**config.mk**
```make
export PLATFORM = sky130hd
export DESIGN_NAME = uart_adder_host
export DESIGN_NICKNAME = d
export VERILOG_FILES = /design/src/rtl/adder_proto_pkg.sv /design/src/rtl/rx_timeout_counter.sv /design/src/rtl/uart_adder_host.sv
export SDC_FILE = /design/constraint.sdc
export NUM_CORES = 1
export LEC_CHECK = 0
export ABC_AREA = 0
export CORE_ASPECT_RATIO = 0.8
export CORE_UTILIZATION = 41
export DETAILED_ROUTE_END_ITERATION = 8
export PLACE_DENSITY = 0.6
export SYNTH_ARGS = -nofsm -noshare
export SYNTH_HDL_FRONTEND = slang
export SYNTH_SLANG_ARGS = --single-unit
```
**constraint.sdc**
```tcl
create_clock -name iCE_CLK -period 3.3 [get_ports iCE_CLK]
set_input_delay 0.33 -clock iCE_CLK [delete_from_list [all_inputs] [get_ports iCE_CLK]]
set_output_delay 0.33 -clock iCE_CLK [all_outputs]
set_load 0.02 [all_outputs]
```
**src/rtl/adder_proto_pkg.sv**
```systemverilog
// Shared definitions for the two-byte UART adder protocol.
//   state_t      : host requester FSM states
//   STATUS_*     : bit positions inside the 4-bit status word
//   REQ_BYTES    : operand bytes sent per request
//   RSP_BYTES    : reply bytes expected per request (A echo, B echo, sum)
//   add_mod256() : protocol sum, 9-bit add truncated to 8 bits
package adder_proto_pkg;

  typedef enum logic [3:0] {
    ST_IDLE   = 4'd0,
    ST_SEND_A = 4'd1,
    ST_WAIT_A = 4'd2,
    ST_SEND_B = 4'd3,
    ST_WAIT_B = 4'd4,
    ST_RX_A   = 4'd5,
    ST_RX_B   = 4'd6,
    ST_RX_S   = 4'd7,
    ST_FINISH = 4'd8
  } state_t;

  localparam int unsigned STATUS_ECHO    = 0;
  localparam int unsigned STATUS_SUM     = 1;
  localparam int unsigned STATUS_FRAME   = 2;
  localparam int unsigned STATUS_TIMEOUT = 3;
  localparam int unsigned STATUS_W       = 4;

  localparam int unsigned REQ_BYTES = 2;
  localparam int unsigned RSP_BYTES = 3;

  function automatic logic [7:0] add_mod256(input logic [7:0] a, input logic [7:0] b);
    logic [8:0] w_full;
    w_full = {1'b0, a} + {1'b0, b};
    return w_full[7:0];
  endfunction

endpackage

```
**src/rtl/rx_timeout_counter.sv**
```systemverilog
// Idle-cycle counter guarding the reply phase.
//   iCE_CLK : clock
//   rst_n   : asynchronous active-low reset
//   clear   : restart the count from zero on the next edge
//   enable  : count while high
//   expired : high in the cycle at whose end the count reaches
//             TIMEOUT_CYCLES-1, so the owner can abort on that same edge
// TIMEOUT_CYCLES must be at least 2.
module rx_timeout_counter #(
  parameter logic [23:0] TIMEOUT_CYCLES = 24'd12000000
) (
  input  logic iCE_CLK,
  input  logic rst_n,
  input  logic clear,
  input  logic enable,
  output logic expired
);

  logic [23:0] r_count;

  always_ff @(posedge iCE_CLK or negedge rst_n) begin
    if (!rst_n) begin
      r_count <= '0;
    end else if (clear) begin
      r_count <= '0;
    end else if (enable && !expired) begin
      r_count <= r_count + 24'd1;
    end
  end

  // Flagged one step early: the abort edge is the edge on which the
  // count would become TIMEOUT_CYCLES-1, so the owner's done pulse
  // lands exactly TIMEOUT_CYCLES cycles after the last clear.
  assign expired = enable && !clear && (r_count == (TIMEOUT_CYCLES - 24'd2));

endmodule

```
**src/rtl/uart_adder_host.sv**
```systemverilog
// Host-side requester for the two-byte UART adder protocol.
// On an accepted start it sends op_a then op_b through the uart byte
// handshake, collects the 3-byte reply (A echo, B echo, sum), and reports
// the sum with a status word {timeout, frame_err, sum_err, echo_err}.
//   iCE_CLK, rst_n     : clock, asynchronous active-low reset
//   start, op_a, op_b  : request strobe and operands (sampled in IDLE)
//   busy, done         : transaction in flight / one-cycle completion
//   sum, status        : result, valid with done, held until next done
//   transmit, tx_byte  : uart transmit request and byte
//   is_transmitting    : uart transmitter busy
//   received, rx_byte  : uart receive strobe and byte
//   recv_error         : uart framing error strobe
module uart_adder_host
  import adder_proto_pkg::*;
#(
  parameter logic [23:0] TIMEOUT_CYCLES = 24'd12000000
) (
  input  logic                iCE_CLK,
  input  logic                rst_n,
  input  logic                start,
  input  logic [7:0]          op_a,
  input  logic [7:0]          op_b,
  output logic                busy,
  output logic                done,
  output logic [7:0]          sum,
  output logic [STATUS_W-1:0] status,
  output logic                transmit,
  output logic [7:0]          tx_byte,
  input  logic                is_transmitting,
  input  logic                received,
  input  logic [7:0]          rx_byte,
  input  logic                recv_error
);

  state_t              r_state;
  state_t              w_next_state;

  logic [7:0]          r_op_a;
  logic [7:0]          r_op_b;
  logic [7:0]          r_echo_a;
  logic [7:0]          r_echo_b;
  logic [7:0]          r_sum;
  logic [STATUS_W-1:0] r_status;
  logic                r_transmit;
  logic [7:0]          r_tx_byte;

  logic [7:0]          w_op_a;
  logic [7:0]          w_op_b;
  logic [7:0]          w_echo_a;
  logic [7:0]          w_echo_b;
  logic [7:0]          w_sum;
  logic [STATUS_W-1:0] w_status;
  logic                w_transmit;
  logic [7:0]          w_tx_byte;

  logic                w_in_rx;
  logic                w_tmo_clear;
  logic                w_expired;

  assign w_in_rx     = (r_state == ST_RX_A) || (r_state == ST_RX_B) || (r_state == ST_RX_S);
  // Cleared outside the reply phase, which covers the entry into RX_A.
  assign w_tmo_clear = !w_in_rx || received;

  rx_timeout_counter #(
    .TIMEOUT_CYCLES(TIMEOUT_CYCLES)
  ) u_rx_timeout (
    .iCE_CLK (iCE_CLK),
    .rst_n   (rst_n),
    .clear   (w_tmo_clear),
    .enable  (w_in_rx),
    .expired (w_expired)
  );

  always_ff @(posedge iCE_CLK or negedge rst_n) begin
    if (!rst_n) begin
      r_state <= ST_IDLE;
    end else begin
      r_state <= w_next_state;
    end
  end

  // sum/status are loaded on the edge entering FINISH (using the live
  // rx_byte for the third byte) so they are already valid while done is high.
  always_comb begin
    w_next_state = r_state;
    w_op_a       = r_op_a;
    w_op_b       = r_op_b;
    w_echo_a     = r_echo_a;
    w_echo_b     = r_echo_b;
    w_sum        = r_sum;
    w_status     = r_status;
    w_transmit   = r_transmit;
    w_tx_byte    = r_tx_byte;

    case (r_state)
      ST_IDLE: begin
        if (start) begin
          w_op_a       = op_a;
          w_op_b       = op_b;
          w_next_state = ST_SEND_A;
        end
      end

      ST_SEND_A: begin
        if (!is_transmitting) begin
          w_transmit   = 1'b1;
          w_tx_byte    = r_op_a;
          w_next_state = ST_WAIT_A;
        end
      end

      ST_WAIT_A: begin
        if (is_transmitting) begin
          w_transmit   = 1'b0;
          w_next_state = ST_SEND_B;
        end
      end

      ST_SEND_B: begin
        if (!is_transmitting) begin
          w_transmit   = 1'b1;
          w_tx_byte    = r_op_b;
          w_next_state = ST_WAIT_B;
        end
      end

      ST_WAIT_B: begin
        if (is_transmitting) begin
          w_transmit   = 1'b0;
          w_next_state = ST_RX_A;
        end
      end

      ST_RX_A, ST_RX_B, ST_RX_S: begin
        if (recv_error) begin
          w_sum                  = '0;
          w_status               = '0;
          w_status[STATUS_FRAME] = 1'b1;
          w_next_state           = ST_FINISH;
        end else if (received) begin
          if (r_state == ST_RX_A) begin
            w_echo_a     = rx_byte;
            w_next_state = ST_RX_B;
          end else if (r_state == ST_RX_B) begin
            w_echo_b     = rx_byte;
            w_next_state = ST_RX_S;
          end else begin
            w_sum                 = rx_byte;
            w_status              = '0;
            w_status[STATUS_SUM]  = (rx_byte != add_mod256(r_op_a, r_op_b));
            w_status[STATUS_ECHO] = (r_echo_a != r_op_a) || (r_echo_b != r_op_b);
            w_next_state          = ST_FINISH;
          end
        end else if (w_expired) begin
          w_sum                    = '0;
          w_status                 = '0;
          w_status[STATUS_TIMEOUT] = 1'b1;
          w_next_state             = ST_FINISH;
        end
      end

      ST_FINISH: begin
        w_next_state = ST_IDLE;
      end

      default: begin
        w_next_state = ST_IDLE;
      end
    endcase
  end

  always_ff @(posedge iCE_CLK or negedge rst_n) begin
    if (!rst_n) begin
      r_op_a     <= '0;
      r_op_b     <= '0;
      r_echo_a   <= '0;
      r_echo_b   <= '0;
      r_sum      <= '0;
      r_status   <= '0;
      r_transmit <= 1'b0;
      r_tx_byte  <= '0;
    end else begin
      r_op_a     <= w_op_a;
      r_op_b     <= w_op_b;
      r_echo_a   <= w_echo_a;
      r_echo_b   <= w_echo_b;
      r_sum      <= w_sum;
      r_status   <= w_status;
      r_transmit <= w_transmit;
      r_tx_byte  <= w_tx_byte;
    end
  end

  assign busy     = (r_state != ST_IDLE) && (r_state != ST_FINISH);
  assign done     = (r_state == ST_FINISH);
  assign sum      = r_sum;
  assign status   = r_status;
  assign transmit = r_transmit;
  assign tx_byte  = r_tx_byte;

endmodule
```
Yosys cells after proc, flatten, opt, wreduce, memory -nomap -nowiden
Cells that the tools add are included.
{"block": "totals", "word_cells": 92, "reg_bits": 81, "out_inout_bits": 23, "in_bits": 30}
{"block": "op_classes", "n_eq_ne": 23, "bitwise_logic": 2, "mux": 28, "addsub": 2, "n_reduce_logical": 27}
{"cell": "$mux W4", "count": 14}
{"cell": "$mux W8", "count": 7}
{"cell": "$mux W24", "count": 2}
{"cell": "$add A24 B1 Y24 const B", "count": 1}
{"cell": "$eq A24 B24 Y1 const B", "count": 1}
{"cell": "$ne A8 B8 Y1", "count": 3}
{"cell": "$pmux W4 S6", "count": 1}
{"cell": "$eq A4 B3 Y1 const B", "count": 4}
{"cell": "$pmux W8 S2", "count": 1}
{"cell": "$ne A2 B2 Y1 const B", "count": 6}
{"cell": "$add A8 B8 Y8", "count": 1}
{"cell": "$eq A4 B2 Y1 const B", "count": 2}
{"cell": "$reduce_and A4 Y1", "count": 2}
{"cell": "$ne A3 B3 Y1 const B", "count": 2}
{"cell": "$reduce_and A3 Y1", "count": 2}
{"cell": "$reduce_and A6 Y1", "count": 1}
{"cell": "$reduce_bool A2 Y1", "count": 3}
{"cell": "$reduce_and A5 Y1", "count": 1}
{"cell": "$eq A4 B1 Y1 const B", "count": 1}
{"cell": "$eq A4 B4 Y1 const B", "count": 1}
{"cell": "$logic_and A1 B1 Y1", "count": 4}
{"cell": "$logic_not A4 Y1", "count": 1}
{"cell": "$logic_or A1 B1 Y1", "count": 4}
{"cell": "$ne A4 B3 Y1 const B", "count": 1}
{"cell": "11 further kinds", "count": 16}

Depth between registers and ports, before layout
Gate-level depths: netlist (run 1).
{"block": "depth", "ltp_word": 12, "mapped_depth": 9, "ltp_nobuf": 8}

Modules after synthesis
Synthesis (run 1) repeated with hierarchy kept, for this count alone.
{"block": "hier_totals", "hier_cells": 403, "hier_area_um2": 4299.1}
{"module": "uart_adder_host", "seq_area_each_um2": 1426.4, "cells_each": 258, "area_each_um2": 2944.1, "instances": 1}
{"module": "rx_timeout_counter", "seq_area_each_um2": 600.6, "cells_each": 145, "area_each_um2": 1355.0, "instances": 1}

Least setup slack after synthesis (run 1)
Ideal clock, no wire load.
{"block": "synth_timing", "path_kind": "register to register", "start": "register u_rx_timeout.r_count[15]", "end": "register r_state[1]", "setup_time_ns": 0.078, "path_slack_ns": 1.098, "path_buffers": 0, "required_ns": 3.222, "arrival_time_ns": 2.125, "period_less_slack_ns": 2.202, "stages_incl_launch_ff": 7, "path_cell_list": "dfrtp_1 > or4_4 > nor3_4 > nand4_2 > a21o_1 > or4b_1 > a21oi_1"}
{"block": "synth_via", "elab_chain_len": 4}
{"item": "from (decl)", "line_no": "rx_timeout_counter.sv:19", "text": "logic [23:0] r_count;"}
{"item": "from (signal assigned)", "line_no": "rx_timeout_counter.sv:27", "text": "r_count <= r_count + 24'd1;"}
{"item": "$eq A24 B24 Y1", "line_no": "rx_timeout_counter.sv:34", "text": "assign expired = enable && !clear && (r_count == (TIMEOUT_CYCLES - 24'd2));"}
{"item": "$logic_and A1 B1 Y1", "line_no": "rx_timeout_counter.sv:34"}
{"item": "$ne A4 B3 Y1 (no line)"}
{"item": "$reduce_and A6 Y1 (no line)"}
{"item": "to (signal assigned)", "line_no": "uart_adder_host.sv:78", "text": "r_state <= w_next_state;"}
{"item": "to (decl)", "line_no": "uart_adder_host.sv:35", "text": "state_t r_state;"}
Every way passes these cells.
A chain may end at the register's enable or synchronous reset.

Worst setup path in the final report (run 1)
{"block": "layout_timing", "start": "register r_state[0]", "end": "register u_rx_timeout.r_count[7]"}
{"block": "layout_via", "elab_chain_len": 11, "elab_cells_between_ends": 14, "classes_between": "eq/ne (3); mux (1); reduce/logical (10)"}
{"item": "$eq A4 B3 Y1", "line_no": "uart_adder_host.sv:60", "text": "assign w_in_rx = (r_state == ST_RX_A) || (r_state == ST_RX_B) || (r_state == ST_RX_S);"}
{"item": "$logic_or A1 B1 Y1", "line_no": "uart_adder_host.sv:60"}
{"item": "$logic_or A1 B1 Y1 *", "line_no": "uart_adder_host.sv:60"}
{"item": "$logic_not A1 Y1", "line_no": "uart_adder_host.sv:62", "text": "assign w_tmo_clear = !w_in_rx || received;"}
{"item": "$logic_or A1 B1 Y1", "line_no": "uart_adder_host.sv:62"}
{"item": "$logic_not A1 Y1", "line_no": "rx_timeout_counter.sv:34"}
{"item": "$logic_and A1 B1 Y1 (2 in a row)", "line_no": "rx_timeout_counter.sv:34"}
{"item": "$logic_not A1 Y1", "line_no": "rx_timeout_counter.sv:26", "text": "end else if (enable && !expired) begin"}
{"item": "$logic_and A1 B1 Y1", "line_no": "rx_timeout_counter.sv:26"}
{"item": "$reduce_bool A2 Y1 (no line)"}
Mark *: on every way between the ends. The rest lies on a longest branch, timed or not.

==> metrics.yaml, run 1 <==
status: "finished, final reports clean"
synth_area_mm2: 0.00412
synth_cell_types: 45
num_vias: 2978
track_usage: 0.193
gp_congestion: 0.887
worstSetupStartpointType: "register"
regArea_mm2: 0.00203
finalMaxSlewViolations: 0
setup_ws_ns: 0.913
rsz0062_at_grt: "no"
drive_above_1_share: 0.128
fin_area_mm2: 0.00502
cts_resized: 0
clockBufferDepth: 2
synth-edff-count: 0
grt.overflow.total: 0
ys_seq_elements: 81
power-per-cell-area_mw_per_mm2: 870
cts_setup_buffers: 0
floorplan.initialDensity: 0.425
drt_iter0_markers: 207
tns_ns: 0
syn_inst: 382
multi_input_area_mm2: 0.00202
syn_nets: 422
dieArea_mm2: 0.0104
fp.dieH_um: 91.6
crit_fanout: 16
std_cell_rows: 32
synth_ff_type: "dfrtp_1"
setup_viol: 0
cts.sinks: 81
ys_warn_count: 0
async_flop_share: 1.00
nFillCells: 910
cts_tree: "built"
numPortBuffers: 52
cts_max_level: 3
ir_drop_mv: 0.298
die_w_um: 114
cts-root-buf: "clkbuf_16"
ctsHoldBuffers: 0
wirelength_um: 9400
max_cap_viol_count: 0
place_ws_ns: 0.933
post-dp-hpwl_um: 6700
synth-seq-area-share: 0.492
min_period_ns: 2.39
diodes: 0
clk_latency_ns: 0.34
wire_per_inst_um: 16.4
clkSlewWorstSetupHoldPaths_ns: 0.06
power.leakage_nw: 2.04
final_nets: 472
grt_max_degree: 82
grt_pass1_wl_um: 15500
hold_path.class: "in -> async"
avgSynthCellArea_um2: 10.8
final_cell_mix: "81 x dfrtp_1, 51 x clkdlybuf4s50_1, 35 x nor2_1, 33 x mux2_2, 33 x xnor2_1"
firstDrtPassIters: 4
fmax_ghz: 0.419
drc: 0
place_area_mm2: 0.00476
tightest_slew_ns: 1.02
cp-end-kind: "register"
fin_skew_ns: 0.00541
reg2regPathDepth: 5
worstSetupPathType: "reg -> reg"
antenna_left: 0
area_growth_pct: 22.1
arrival_ns: 2.64
period_share: 0.723
antenna_found_initial: 0
relSlewSlack: 0.321
cts_buffers: 9
core_mm2: 0.00969
ios: 53
hold_viol: 0
via_per_inst: 5.21
layout_commonest_cell: "dfrtp_1"
required_ns: 3.55
grt_pass1_vias: 2892
## cells in the mapped netlist, types with 2 or more instances
cell type,number,area share
inv_1,4,0.0036
o21ai_1,8,0.0097
a21oi_1,9,0.011
ha_1,9,0.027
and2_1,3,0.0046
or3_1,5,0.0076
nand2_1,21,0.019
nor4_1,2,0.0030
nand3_1,18,0.022
dfrtp_1,81,0.49
nor2_1,35,0.032
o22ai_1,8,0.012
a211oi_1,2,0.0036
o21ai_0,12,0.015
o31ai_1,2,0.0036
clkbuf_1,14,0.013
o21bai_1,2,0.0036
a22o_1,9,0.019
xnor2_1,33,0.070
mux2_2,33,0.090
and3_1,3,0.0046
and4_1,3,0.0064
nand4_1,14,0.021
a21o_1,3,0.0055
nand2b_1,3,0.0046
xor2_1,19,0.040
nor3_1,9,0.011
## path summary, 6_finish.rpt
kind / startpoint / to / slack, ns
max reg2reg: r_state[0] / u_rx_timeout.r_count[7] / 0.91
max in group asynchronous: rst_n / u_rx_timeout.r_count[22] / 2.47
min in group iCE_CLK: tx_byte[5] / tx_byte[5] / 0.48
min: rst_n / u_rx_timeout.r_count[3] / 0.17
max: r_state[0] / u_rx_timeout.r_count[7] / 0.91
min reg2reg: tx_byte[5] / tx_byte[5] / 0.48
## final cells by class
cell class / instances / share of cell area
clock buffers: 9 / 0.0448
clock inverters: 6 / 0.00722
inverters: 4 / 0.00299
multi-input cells: 282 / 0.402
flip-flops and latches: 81 / 0.403
well taps: 136 / 0.0339
repair buffers: 54 / 0.106
## registers in the layout, indices dropped and copies added, names as in the netlist, 8 cells and up
signal / cells
r_echo_a: 8
r_echo_b: 8
r_op_a: 8
r_op_b: 8
sum: 8
tx_byte: 8
u_rx_timeout.r_count: 24
## critical path, cell delays in order (launching register included)
cell and delay [ns]:
dfrtp_1 0.62, nor2_1 0.21, nor2_1 0.67, nand3_1 0.28, or3_1 0.38, a21oi_1 0.14
## routing by layer
metal | part of all wire | track usage | wire length [um] | vias to the layer above
met2 | 0.40 | 0.261 | 3800 | 55
met5 | 0 | 0 | 0 | -
met3 | 0.043 | 0.0502 | 403 | 6
met4 | 0.0071 | 0.0357 | 67 | 0
met1 | 0.55 | 0.306 | 5130 | 1454
li1 | - | - | - | 1463
## metrics by stage
stage	power, mW	hold WS (ns)	utilization	std cells
after detailed placement	3.48	0.480	0.492	557
after global routing	4.65	0.273	0.519	572
after CTS	4.40	0.216	0.519	572
after global placement	3.43	0.470	0.492	557
after floorplan	2.90	0.0344	-	382
final	4.37	0.169	0.519	572
## kinds of logic after synthesis
kind of cell             after synthesis  share of synthesized area
buffers and inverters                 19                     0.0173
adder cells (fa/ha/maj)               10                     0.0322
AO/OA/AOI/OAI                         58                     0.0885
XOR/XNOR                              52                      0.111
flip-flops                            81                      0.492
multiplexers                          34                     0.0927
AND/OR/NAND/NOR                      128                      0.166
## report_power, final
group          leakage, nW  internal (mW)  total [mW]  switching (mW)
Sequential            1.06           1.29        1.64           0.353
Combinational        0.858          0.952        1.83           0.876
Clock                0.131          0.501       0.900           0.400
(Power assumes the default switching activity.)
==> run 2: changes to the inputs <==
==> constraint.sdc (replaced) <==
create_clock -name iCE_CLK -period 2.4 [get_ports iCE_CLK]
set_input_delay 0.24 -clock iCE_CLK [delete_from_list [all_inputs] [get_ports iCE_CLK]]
set_output_delay 0.24 -clock iCE_CLK [all_outputs]
set_load 0.02 [all_outputs]
==> run 2 against run 1 <==
Compared with the run above: hold slack gained 0.30 ns; wire length grew 1.2%; die area is the same; non-clock buffer count grew 18; utilization grew 1.9 points; count of clock-buffer cells in the layout grew 2; register-to-register slack lost 0.79 ns; sequential power grew 34%; largest power group unchanged.
==> metrics.yaml, run 2 (same netlist as run 1, synthesis figures left out) <==
status: "finished, final reports clean"
power-per-cell-area_mw_per_mm2: 1200
setup_ws_ns: 0.120
cts_setup_buffers: 0
cp-end-kind: "register"
drc: 0
drive_above_1_share: 0.160
dp_cells: 574
min_period_ns: 2.28
area_growth_pct: 26.6
post-route-util: 0.538
fin_skew_ns: 0.00594
layout_commonest_cell: "dfrtp_1"
tightest_slew_ns: 0.548
final_nets: 490
fp.dieH_um: 91.6
cts-root-buf: "clkbuf_16"
worstSetupPathType: "reg -> reg"
dieArea_mm2: 0.0104
clkSlewWorstSetupHoldPaths_ns: 0.06
period_share: 0.950
clockBufferDepth: 2
required_ns: 2.66
ios: 53
die_w_um: 114
gp_congestion: 0.869
setup_viol: 0
tns_ns: 0
antenna_found_initial: 0
power.leakage_nw: 2.15
diodes: 0
final_cell_mix: "81 x dfrtp_1, 51 x clkdlybuf4s50_1, 35 x nor2_1, 33 x mux2_2, 33 x xnor2_1"
finalMaxSlewViolations: 0
std_cell_rows: 32
cts_max_level: 3
grt_pass1_wl_um: 15800
grt.overflow.total: 0
cts_tree: "built"
max_cap_viol_count: 0
cts_buffers: 9
floorplan.initialDensity: 0.425
via_per_inst: 5.15
wire_per_inst_um: 16.1
clk_latency_ns: 0.34
place_ws_ns: 0.115
holdWs_ns: 0.466
regMostFlops: "u_rx_timeout.r_count"
worstSetupStartpointType: "register"
core_mm2: 0.00969
stdcell_count: 591
grt_pass1_vias: 2988
nFillCells: 888
fin_area_mm2: 0.00521
ir_drop_mv: 0.441
antenna_left: 0
fmax_ghz: 0.439
rsz0062_at_grt: "no"
drt_iter0_markers: 207
wirelength_um: 9520
power_mw: 6.24
post-dp-hpwl_um: 6840
numPortBuffers: 52
firstDrtPassIters: 4
num_vias: 3043
arrival_ns: 2.54
place_area_mm2: 0.00490
crit_fanout: 5
hold_viol: 0
track_usage: 0.198
largest_register_ffs: 24
relSlewSlack: 0.635
hold_path.class: "in -> async"
cts.sinks: 81
grt_max_degree: 82
-- run 2: changes by cell type in the layout (fill, tap and decap cells not counted) --
cell / before / now
buf_12: 0 / 1
buf_4: 3 / 19
bufinv_16: 0 / 1
clkbuf_1: 0 / 1
clkbuf_8: 0 / 1
clkinv_2: 4 / 2
clkinv_4: 1 / 0
clkinvlp_4: 1 / 2
dlygate4sd3_1: 0 / 1
-- run 2: path summary, 6_finish.rpt --
check	from	to	slack, ns	cells after the start
max in group asynchronous	rst_n	sum[3]	1.59	3
hold / removal	rst_n	u_rx_timeout.r_count[5]	0.47	3
min in group iCE_CLK	tx_byte[3]	tx_byte[3]	0.49	2
setup / recovery	u_rx_timeout.r_count[15]	r_state[1]	0.12	6
hold reg to reg	tx_byte[3]	tx_byte[3]	0.49	2
setup reg to reg	u_rx_timeout.r_count[15]	r_state[1]	0.12	6
-- run 2: routing by layer --
metal	track usage	part of all wire	vias up
met2	0.273	0.42	53
li1	-	-	1503
met5	0	0	-
met1	0.306	0.55	1483
met4	0.0584	0.0086	0
met3	0.0423	0.028	4
-- run 2: power breakdown --
part           internal (mW)  switching, mW  total (mW)
Combinational           1.40           1.27        2.67
Sequential              1.77          0.419        2.19
Clock                  0.831          0.546        1.38
-- run 2: repair_timing --
item	in CTS	in global routing
endpoints found under the setup margin	0	1
hold buffers	1	0
gates resized for setup	0	0
hold endpoints to repair	81	0
-- run 2: worst max-delay path, cell delays in order, from the launching register on --
cell and delay (ns):
dfrtp_1 0.39, or4_4 0.55, nor3_4 0.24, nand4_2 0.15, a21o_1 0.23, or4b_1 0.50
a21oi_1 0.13
-- run 2: layout make-up --
class                   count  area [um^2]  area share
multi-input cells         282         2020       0.387
clock inverters             5         55.1      0.0106
repair buffers             72          683       0.131
well taps                 136          170      0.0327
flip-flops and latches     81         2030       0.389
inverters                   4         15.0     0.00288
clock buffers              11          243      0.0466
